**src/rtl/pipeline_hazard_ctrl.sv**
```systemverilog
// rtl/pipeline_hazard_ctrl.sv - IF/ID/EX stall, flush and bubble sequencing around the execute stage
// Optional multi-cycle watchdog: define HAZARD_MC_TIMEOUT_EN to add the wait counter and mc_error.
module pipeline_hazard_ctrl #(
  parameter int FLUSH_CYCLES = 2,
  parameter int MC_TIMEOUT   = 64
) (
  input  logic        clk,
  input  logic        rst,
  input  logic        id_valid,
  input  logic [4:0]  id_rs1_addr,
  input  logic [4:0]  id_rs2_addr,
  input  logic        id_uses_rs1,
  input  logic        id_uses_rs2,
  input  logic        id_mc_op,
  input  logic        ex_valid,
  input  logic [2:0]  ex_info_load,
  input  logic        ex_write_reg,
  input  logic [4:0]  ex_dstreg_addr,
  input  logic        ex_redirect,
  input  logic        mc_done,
  output logic        stall_if,
  output logic        stall_id,
  output logic        flush_id,
  output logic        bubble_ex,
  output logic        mc_start,
  output logic        busy,
  output logic [31:0] lost_cycles
`ifdef HAZARD_MC_TIMEOUT_EN
  ,
  output logic        mc_error
`endif
);

  typedef enum logic [1:0] {
    S_RUN,
    S_FLUSH,
    S_MC_WAIT
  } state_e;

  localparam logic [2:0] FLUSH_INIT = 3'(FLUSH_CYCLES - 1);

  state_e      state_q, state_d;
  logic [2:0]  flush_cnt_q, flush_cnt_d;
  logic [31:0] lost_q;
  logic        load_use;
  logic        mc_timeout;

  // x0 is hard-wired zero, so a load targeting it never creates a dependency
  assign load_use = ex_valid && (ex_info_load != 3'd0) && ex_write_reg &&
                    (ex_dstreg_addr != 5'd0) && id_valid &&
                    ((id_uses_rs1 && (id_rs1_addr == ex_dstreg_addr)) ||
                     (id_uses_rs2 && (id_rs2_addr == ex_dstreg_addr)));

`ifdef HAZARD_MC_TIMEOUT_EN
  logic [7:0] wait_cnt_q, wait_cnt_d;
  logic       mc_error_q;

  assign mc_timeout = (state_q == S_MC_WAIT) && !mc_done &&
                      (wait_cnt_q == 8'(MC_TIMEOUT - 1));

  // Held at zero outside MC_WAIT so every entry starts a fresh count
  always_comb begin
    wait_cnt_d = 8'd0;
    if (state_q == S_MC_WAIT && !mc_done) begin
      wait_cnt_d = wait_cnt_q + 8'd1;
    end
  end

  always_ff @(posedge clk) begin
    if (rst) begin
      wait_cnt_q <= 8'd0;
      mc_error_q <= 1'b0;
    end else begin
      wait_cnt_q <= wait_cnt_d;
      if (mc_timeout) begin
        mc_error_q <= 1'b1;
      end
    end
  end

  assign mc_error = mc_error_q;
`else
  logic unused_mc_timeout;
  assign unused_mc_timeout = (MC_TIMEOUT > 0);
  assign mc_timeout = 1'b0;
`endif

  always_ff @(posedge clk) begin
    if (rst) begin
      state_q     <= S_RUN;
      flush_cnt_q <= 3'd0;
      lost_q      <= 32'd0;
    end else begin
      state_q     <= state_d;
      flush_cnt_q <= flush_cnt_d;
      if ((stall_if || flush_id) && (lost_q != 32'hFFFF_FFFF)) begin
        lost_q <= lost_q + 32'd1;
      end
    end
  end

  always_comb begin
    state_d     = state_q;
    flush_cnt_d = flush_cnt_q;
    case (state_q)
      S_RUN: begin
        if (ex_redirect) begin
          flush_cnt_d = FLUSH_INIT;
          if (FLUSH_CYCLES > 1) begin
            state_d = S_FLUSH;
          end
        end else if (id_valid && id_mc_op) begin
          state_d = S_MC_WAIT;
        end
      end
      S_FLUSH: begin
        flush_cnt_d = flush_cnt_q - 3'd1;
        if (flush_cnt_q <= 3'd1) begin
          state_d = S_RUN;
        end
      end
      S_MC_WAIT: begin
        if (mc_done || mc_timeout) begin
          state_d = S_RUN;
        end
      end
      default: state_d = S_RUN;
    endcase
  end

  always_comb begin
    stall_if  = 1'b0;
    stall_id  = 1'b0;
    flush_id  = 1'b0;
    bubble_ex = 1'b0;
    mc_start  = 1'b0;
    busy      = 1'b0;
    if (!rst) begin
      busy = (state_q != S_RUN);
      case (state_q)
        S_RUN: begin
          if (ex_redirect) begin
            flush_id  = 1'b1;
            bubble_ex = 1'b1;
          end else if (id_valid && id_mc_op) begin
            mc_start = 1'b1;
            stall_if = 1'b1;
            stall_id = 1'b1;
          end else if (load_use) begin
            stall_if  = 1'b1;
            stall_id  = 1'b1;
            bubble_ex = 1'b1;
          end
        end
        S_FLUSH: begin
          flush_id  = 1'b1;
          bubble_ex = 1'b1;
        end
        S_MC_WAIT: begin
          // Release in the completion cycle so the waiting instruction enters EX with the result
          if (!(mc_done || mc_timeout)) begin
            stall_if  = 1'b1;
            stall_id  = 1'b1;
            bubble_ex = 1'b1;
          end
        end
        default: ;
      endcase
    end
  end

  assign lost_cycles = lost_q;

endmodule

```
**config.mk**
```make
export PLATFORM = sky130hd
export DESIGN_NAME = pipeline_hazard_ctrl
export DESIGN_NICKNAME = d
export VERILOG_FILES = /design/src/rtl/pipeline_hazard_ctrl.sv
export SDC_FILE = /design/constraint.sdc
export NUM_CORES = 1
export LEC_CHECK = 0
export CELL_PAD_IN_SITES_DETAIL_PLACEMENT = 2
export CELL_PAD_IN_SITES_GLOBAL_PLACEMENT = 2
export CORE_MARGIN = 2
export CORE_UTILIZATION = 23
export DETAILED_ROUTE_END_ITERATION = 8
export GPL_ROUTABILITY_DRIVEN = 0
export PLACE_DENSITY = 0.71
export SLEW_MARGIN = 20
export SYNTH_ARGS = -nofsm -noshare
export SYNTH_HDL_FRONTEND = slang
export SYNTH_SLANG_ARGS = --single-unit
```
**constraint.sdc**
```tcl
create_clock -name clk -period 2.1 [get_ports clk]
set_input_delay 0.42 -clock clk [delete_from_list [all_inputs] [get_ports clk]]
set_output_delay 0.42 -clock clk [all_outputs]
set_load 0.05 [all_outputs]
```
* Word level (Yosys, flattened, before mapping)
Index checks and enable logic that the tools add are counted.
** Storage, ports and cells
- Output and inout bits :: 38
- Word-level logic and storage cells :: 58
- Bits of input ports :: 28
- Bits in registers :: 37
** Cells by class
- Eq/ne operators :: 9
- $add $sub $neg :: 2
- Multiplexer cells :: 25
- Reductions and logical operators :: 18
- Order comparisons :: 1
** Operators with widths (number)
- adder 32 x 1 -> 32 bit (second input constant) :: 1
- != test 32 bit (second input constant) :: 1
- 2-to-1 mux 1 bit :: 15
- == test 5 bit :: 2
- logical AND 1 bit :: 9
- 2-to-1 mux 2 bit :: 4
- != test 2 bit (second input constant) :: 3
- one-hot mux 2 bit (3 select lines) :: 1
- one-hot mux 3 bit (2 select lines) :: 1
- nonzero test 5 bit :: 1
- one-hot mux 1 bit (2 select lines) :: 2
- nonzero test 2 bit :: 2
- <= comparator 3 x 1 -> 1 bit (second input constant) :: 1
- 2-to-1 mux 3 bit :: 1
- != test 3 bit (second input constant) :: 1
- one-hot mux 1 bit (3 select lines) :: 1
- AND reduction 3 bit :: 1
- nonzero test 3 bit :: 1
- subtractor 3 x 1 -> 3 bit (second input constant) :: 1
- == test 2 x 1 -> 1 bit (second input constant) :: 1
- == test 2 bit (second input constant) :: 1
- zero test 2 bit :: 1
- logical OR 1 bit :: 2
- AND reduction 2 bit :: 1

* Depth between registers and ports, before layout
- Depth in word-level cells :: 13
- Mapped depth :: 11

* Least setup slack after synthesis
Ideal clock, no wire load.
- Kind :: input port to output port
- From :: input port ex_dstreg_addr[1]
- To :: output port stall_if
- Setup slack :: -549 ps
- Path buffers :: 1
- Required time :: 1680 ps
- Stages on the path :: 8
- Data arrival time :: 2229 ps
- Path through :: or4_1 -> nor2_1 -> nor3_1 -> o21ai_0 -> nand2_1 -> nand2_1 -> o21ai_0 -> buf_4
** On the way
- Cells in the longest elaborated chain, start to end :: 9
- Elaborated cells between the ends (all ways) :: 14
- Classes of those cells :: eq/ne: 2; mux: 5; reduce/logical: 7
** RTL lines
- from (decl) :: RTL line 18 : input logic [4:0] ex_dstreg_addr,
- == test 5 bit (tied with other cells) :: RTL line 51 : ((id_uses_rs1 && (id_rs1_addr == ex_dstreg_addr)) ||
- logical AND 1 bit, on equally long branches :: RTL line 51, 49, 52
- logical OR 1 bit / logical AND 1 bit (equally long branches) :: RTL line 51, 50
- logical AND 1 bit (*) :: RTL line 50 : (ex_dstreg_addr != 5'd0) && id_valid &&
- 2-to-1 mux 1 bit (*) (3 in series)
- one-hot mux 1 bit (2 select lines) (*)
- 2-to-1 mux 1 bit (*)
- to (decl) :: RTL line 21 : output logic stall_if,
Mark *: on every way between the ends. The rest lies on a longest branch, timed or not.

* Final worst setup path
- From :: input port ex_dstreg_addr[4]
- To :: output port stall_id
** On the way
- Cells in the longest elaborated chain, start to end :: 9
- Elaborated cells between the ends (all ways) :: 14
- Classes of those cells :: eq/ne: 2; mux: 5; reduce/logical: 7
** RTL lines
- == test 5 bit (tied with other cells) :: RTL line 51
- logical AND 1 bit, on equally long branches :: RTL line 51, 49, 52
- logical OR 1 bit / logical AND 1 bit (equally long branches) :: RTL line 51, 50
- logical AND 1 bit (*) :: RTL line 50
- 2-to-1 mux 1 bit (*) :: RTL line 149 : end else if (load_use) begin
- 2-to-1 mux 1 bit (*) :: RTL line 145 : end else if (id_valid && id_mc_op) begin
- 2-to-1 mux 1 bit (*) :: RTL line 142 : if (ex_redirect) begin
- one-hot mux 1 bit (2 select lines) (*) :: RTL line 140 : case (state_q)
- 2-to-1 mux 1 bit (*) :: RTL line 138 : if (!rst) begin
- to (decl) :: RTL line 22 : output logic stall_id,
Marked as above.

==> results_dict.tcl <==
set metrics [dict create \
    use_met3 0.0433 \
    drive_gt1_frac 0.359 \
    synth-async-reset-ratio 0 \
    portBuffers 65 \
    cts.sinks 37 \
    cp_slowest_cell "or4_4" \
    dr.pass1.iters 4 \
    crit_path_start "ex_dstreg_addr[4]" \
    hpwl_microns 5860 \
    dpl-instance-area_sq_um 3240 \
    layout_common_cells "buf_4 (47), clkdlybuf4s50_1 (41), a21oi_1 (24)" \
    fin_util 0.405 \
    clk_pin_slew_ns 0.07 \
    fin_cells 476 \
    use_met2 0.308 \
    violations "setup timing" \
    finalWorstSetupSlack_ns -0.0641 \
    crit_fanout 3 \
    clockRootBuffer "clkbuf_8" \
    synth_edf_count 0 \
    layout_commonest_cell "buf_4" \
    antenna_found_initial 0 \
    grt_max_degree 40 \
    start_kind "input port" \
    synth_top_cell_by_area "dfxtp_1" \
    syn_nets 289 \
    relSlewSlack 0.649 \
    cap_violations 0 \
    clock.fmax_ghz 0.462 \
    avgSynthCellArea_sq_um 7.94 \
    holdCritStartpoint "lost_cycles[27]" \
    clock_skew_ns 0.00753 \
    drt_iter0_drc 78 \
    cts_tree "built" \
    cp-end-kind "primary output" \
    ys.flop_type "dfxtp_1" \
    critPathArrivalTime_ns 1.74 \
    cp.required_ns 1.68 \
    grt_pass1_wl_microns 12800 \
    crit_family "simple AND/OR/NAND/NOR gates" \
    yosysSeqAreaShare 0.360 \
    synth-seq-cells 37 \
    cp_cell_sequence "buf_8 -> or4_4 -> nor2_4 -> nor3_4 -> o21ai_2 -> nand2_1 -> nand2_2 -> o21ai_4 -> buf_12" \
    initial_core_util 0.237 \
    period_share 1.03 \
    grt_usage 0.161 \
    area_growth_pct 70.8 \
    use_met1 0.176 \
    powerDensity_nw_per_um2 449 \
    ios 66 \
    drt-wirelength-per-cell_microns 16.7 \
    synth_area_sq_um 2060 \
    hold_viol 0 \
    synthTopCellsByArea "dfxtp_1 (36%), or3_1 (6.4%), a21oi_1 (6.1%)" \
    clock_path_buffers 2 \
    leakage_nw 1.32 \
    die_y_microns 98.5 \
    dieArea_sq_um 9710 \
    tns_ns -0.194 \
    die_w_microns 98.5 \
    worst_pin_slew_ns 0.526 \
    status "complete, but fails checks" \
    ant_nets 0 \
    routed_wirelength_microns 7940 \
    critical_path_buf_inv_count 2 \
    report.final.slew_viol_count 0 \
    antenna_cells 0 \
    r2r_start "state_q[0]" \
    vias 2440 \
    post-place-ws_ns -0.790 \
    ir_drop_uv 214 \
    worstSetupPathType "in2out" \
    max_stage_delay_ns 0.54 \
    layout.nets 397 \
    yosys.area.top_type_share 0.360 \
    yosys.cell_types.count 45 \
    rows 34 \
    dp_cells 465 \
    power.total_mw 1.58 \
    hold_class "reg2reg" \
    hold_ws_ns 0.494 \
    core-area_sq_um 8680 \
    setup_viol 5 \
    insertion_delay_ns 0.29 \
    period_needed_ns 2.16 \
    yosys_warnings 0 \
    design_area_sq_um 3510 \
    numCtsBuffers 5 \
    vias_per_cell 5.13 \
    htree_levels 2 \
    drc 0 \
    gr-total-overflow 0 \
    syn_inst 259 \
    busiest_layer "met2" \
    grt_setup_unrepaired "true" \
    grt_pass1_vias 2689 \
]
## repair_timing
item                                    4_1_cts  5_1_grt
endpoints found under the setup margin       38       35
hold buffers                                  0        0
resized for setup                            85       20
pin swaps                                    26       14
setup buffers                                 2        1
## registers in the layout, indices dropped and copies added (netlist names)
register     flops
lost_cycles     32
state_q          2
flush_cnt_q      3
## area by class of cell
cell class | instances | area, sq um
well taps | 108 | 135
clock buffers | 6 | 72.6
clock inverters | 2 | 10.0
inverters | 7 | 26.3
multi-input cells | 202 | 1400
repair buffers | 114 | 1080
flip-flops and latches | 37 | 787
fillers | 987 | 5170
## worst reg2reg max path, cell delays in order (launching register included)
cell and delay [ns]:
dfxtp_4 0.38, nor2_1 0.08, or2_4 0.24, a21o_1 0.20, and2_4 0.17, a21o_4 0.24
buf_6 0.14, or4_4 0.48, a21oi_2 0.14
## kinds of logic (layout without fill, tap and decap cells)
| logic type | count (synthesis) | after routing | share of synthesized area |
|---|---|---|---|
| AOI/OAI and AO/OA | 67 | 67 | 0.189 |
| and+or+nand+nor | 118 | 118 | 0.320 |
| DFF | 37 | 37 | 0.360 |
| buffers and inverters | 20 | 129 | 0.0499 |
| muxes | 4 | 4 | 0.0213 |
| adders and majority gates | 2 | 2 | 0.0122 |
| xor gates and xnor gates | 11 | 11 | 0.0469 |
## metal layers
metal  routed length, microns  vias to the layer above  part of all wire
li1                         -                     1177                 -
met5                        0                        -                 0
met3                      402                        7             0.051
met4                       89                        0             0.011
met1                     3170                     1199              0.40
met2                     4280                       57              0.54
## power breakdown
part           switching [mW]  leakage, nW  internal, mW
sequential             0.0141        0.314         0.713
combinational           0.175        0.958         0.172
clock                   0.272       0.0450         0.231
total                   0.460         1.32          1.12
## cell usage after synthesis (2+ instances only)
cell type  number
nor4_1          6
nand2_1        14
o21ai_0        24
nor3_1          4
or3_1          21
clkbuf_1        6
a21o_1          2
nor2b_1         2
or4_1           5
o41ai_1         2
xnor2_1         2
dfxtp_1        37
ha_1            2
and3_1          7
o31a_1          2
mux2_2          3
o21a_1          2
buf_6           3
nand3_1        16
and2_1          2
a21oi_1        25
xor2_1          9
o31ai_1         4
buf_1           2
inv_1           7
nand4_1        12
nor2_1         20
## worst paths after layout
| path | endpoint | slack [ns] | cells after the start |
|---|---|---|---|
| worst max-delay path | stall_id | -0.06 | 9 |
| worst min-delay path | lost_cycles[27] | 0.49 | 2 |
| worst max register to register | lost_cycles[23] | -0.03 | 8 |
| worst min register to register | lost_cycles[27] | 0.49 | 2 |
Note: power is estimated with default switching activity, not from simulation.
==> edit: new RTL, same flow settings <==
The option `HAZARD_MC_TIMEOUT_EN` is turned on by a define.
--- a/src/rtl/pipeline_hazard_ctrl.sv
+++ b/src/rtl/pipeline_hazard_ctrl.sv
@@ -1,5 +1,7 @@
 // rtl/pipeline_hazard_ctrl.sv - IF/ID/EX stall, flush and bubble sequencing around the execute stage
 // Optional multi-cycle watchdog: define HAZARD_MC_TIMEOUT_EN to add the wait counter and mc_error.
+`define HAZARD_MC_TIMEOUT_EN
+
 module pipeline_hazard_ctrl #(
   parameter int FLUSH_CYCLES = 2,
   parameter int MC_TIMEOUT   = 64
Behaviour (old outputs only; new: mc_error): same outputs for any inputs over 10 cycles, from zero or initial values and one cycle with rst high; that may be too few to reach the edited logic, so the function may still have changed.
==> edit against the unedited design <==
  * The flow still finishes with violations (setup timing)
  * Total power increased by 30%
  * Sequential cell count increased by 9
  * Worst setup slack got worse by 0.38 ns
  * Cell area increased by 33%
  * Clock skew increased by 0.0023 ns
  * Critical path depth decreased by 1
  * Routed wire length increased by 39%
  * Fmax decreased by 15%
  * First-iteration DRC count increased by 22%
  * Via count increased by 19%
  * Synthesized area increased by 18%
  * Critical path type unchanged
  * Largest power group unchanged
==> edit: results <==
metrics = {
    "outcome": {
        "status": "finished, violations left",
        "violations": "setup timing",
    },
    "clocking": {
        "post_cts_resized": 95,
        "post_cts_buffers": 7,
        "clk_pin_slew_ns": 0.09,
    },
    "pwr": {
        "ir_worst_vdd_uv": 350,
        "p_sw_share_pct": 28.9,
    },
    "worst_setup_path": {
        "arrival_ns": 2.12,
        "cpPeakStageDelay_ns": 0.33,
        "cp_top_family": "compound AO/OA/AOI/OAI gates",
        "cp-endpoint": "stall_if",
        "cp_max_fo": 2,
        "slowest_stage": "nor4_2",
    },
    "place": {
        "placedCellCount": 548,
        "numPortBuffers": 66,
    },
    "detailed_routing": {
        "dr_wl_met2_mm": 6.04,
        "routed_wl_mm": 11.1,
        "route.vias.total": 2912,
        "wl_met1_mm": 4.51,
    },
    "synthesis": {
        "syn_avg_cell_area_um2": 8.24,
        "synth_fa_ha_area_share_pct": 2.06,
        "synth-xor-area-share_pct": 6.12,
        "seq_area_frac_synth_pct": 37.9,
        "muxShareOfSynthArea_pct": 1.75,
        "netlist_top_cells_area": "dfxtp_1 38%, a21oi_1 6.2%, or3_1 4.4%",
        "synth_nets": 327,
    },
    "timing": {
        "setup_viol": 35,
        "fin_setup_tns_ns": -4.56,
        "fin_skew_ns": 0.00987,
        "worstMarginPinSlew_ns": 0.534,
        "layout_setup_ws_ns": -0.440,
    },
    "global_route": {
        "grt_pass1_wl_mm": 16.7,
    },
    "layout": {
        "final_nets": 466,
    },
}
[edit: cell count changes after synthesis, moves of 5 or more]
cell     before  now
dfxtp_1      37   46
nand4_1      12    4
o31ai_1       4   10
a21oi_1      25   30
nand3_1      16   21
or4_1         5   10
[edit: cell type report]
class	instances	area (µm²)	area share [%]
Clock buffer	6	72.6	1.56
Clock inverter	2	37.5	0.805
Inverter	5	18.8	0.402
Multi-Input combinational cell	228	1950	41.7
Sequential cell	46	981	21.0
Tap cell	136	170	3.65
Timing Repair Buffer	148	1440	30.8
[edit: layer usage]
layer  up-vias  track usage (%)
met2        57             35.7
li1       1368                -
met1      1476             20.9
met3        11             3.59
met4         0             5.47
met5         -                0
[edit: power by group through the flow]
stage               sequential (mW)  combinational, mW  clock [mW]
floorplan                     0.919              0.148           0
global placement              0.902              0.331           0
detailed placement            0.903              0.343           0
CTS                           0.883              0.432       0.713
global route                  0.883              0.497       0.761
finish                        0.881              0.468       0.703
[edit: worst min-delay path by stage]
stage | endpoint | slack [ns] | depth (start not counted) | startpoint
CTS | flush_cnt_q[1] | 0.49 | 2 | flush_cnt_q[1]
global placement | flush_cnt_q[1] | 0.47 | 2 | flush_cnt_q[1]
detailed placement | flush_cnt_q[1] | 0.47 | 2 | flush_cnt_q[1]
global route | flush_cnt_q[1] | 0.51 | 2 | flush_cnt_q[1]
floorplan | wait_cnt_q[0] | 0.43 | 1 | wait_cnt_q[0]
finish | flush_cnt_q[1] | 0.49 | 2 | flush_cnt_q[1]
[edit: worst register-to-register path, stage by stage (launching register included)]
cell	delay, ns
dfxtp_4	0.35
ha_2	0.20
and2_1	0.19
and4_1	0.21
and3_4	0.19
a21o_4	0.25
buf_12	0.15
buf_16	0.14
nor4_1	0.36
o21a_1	0.15
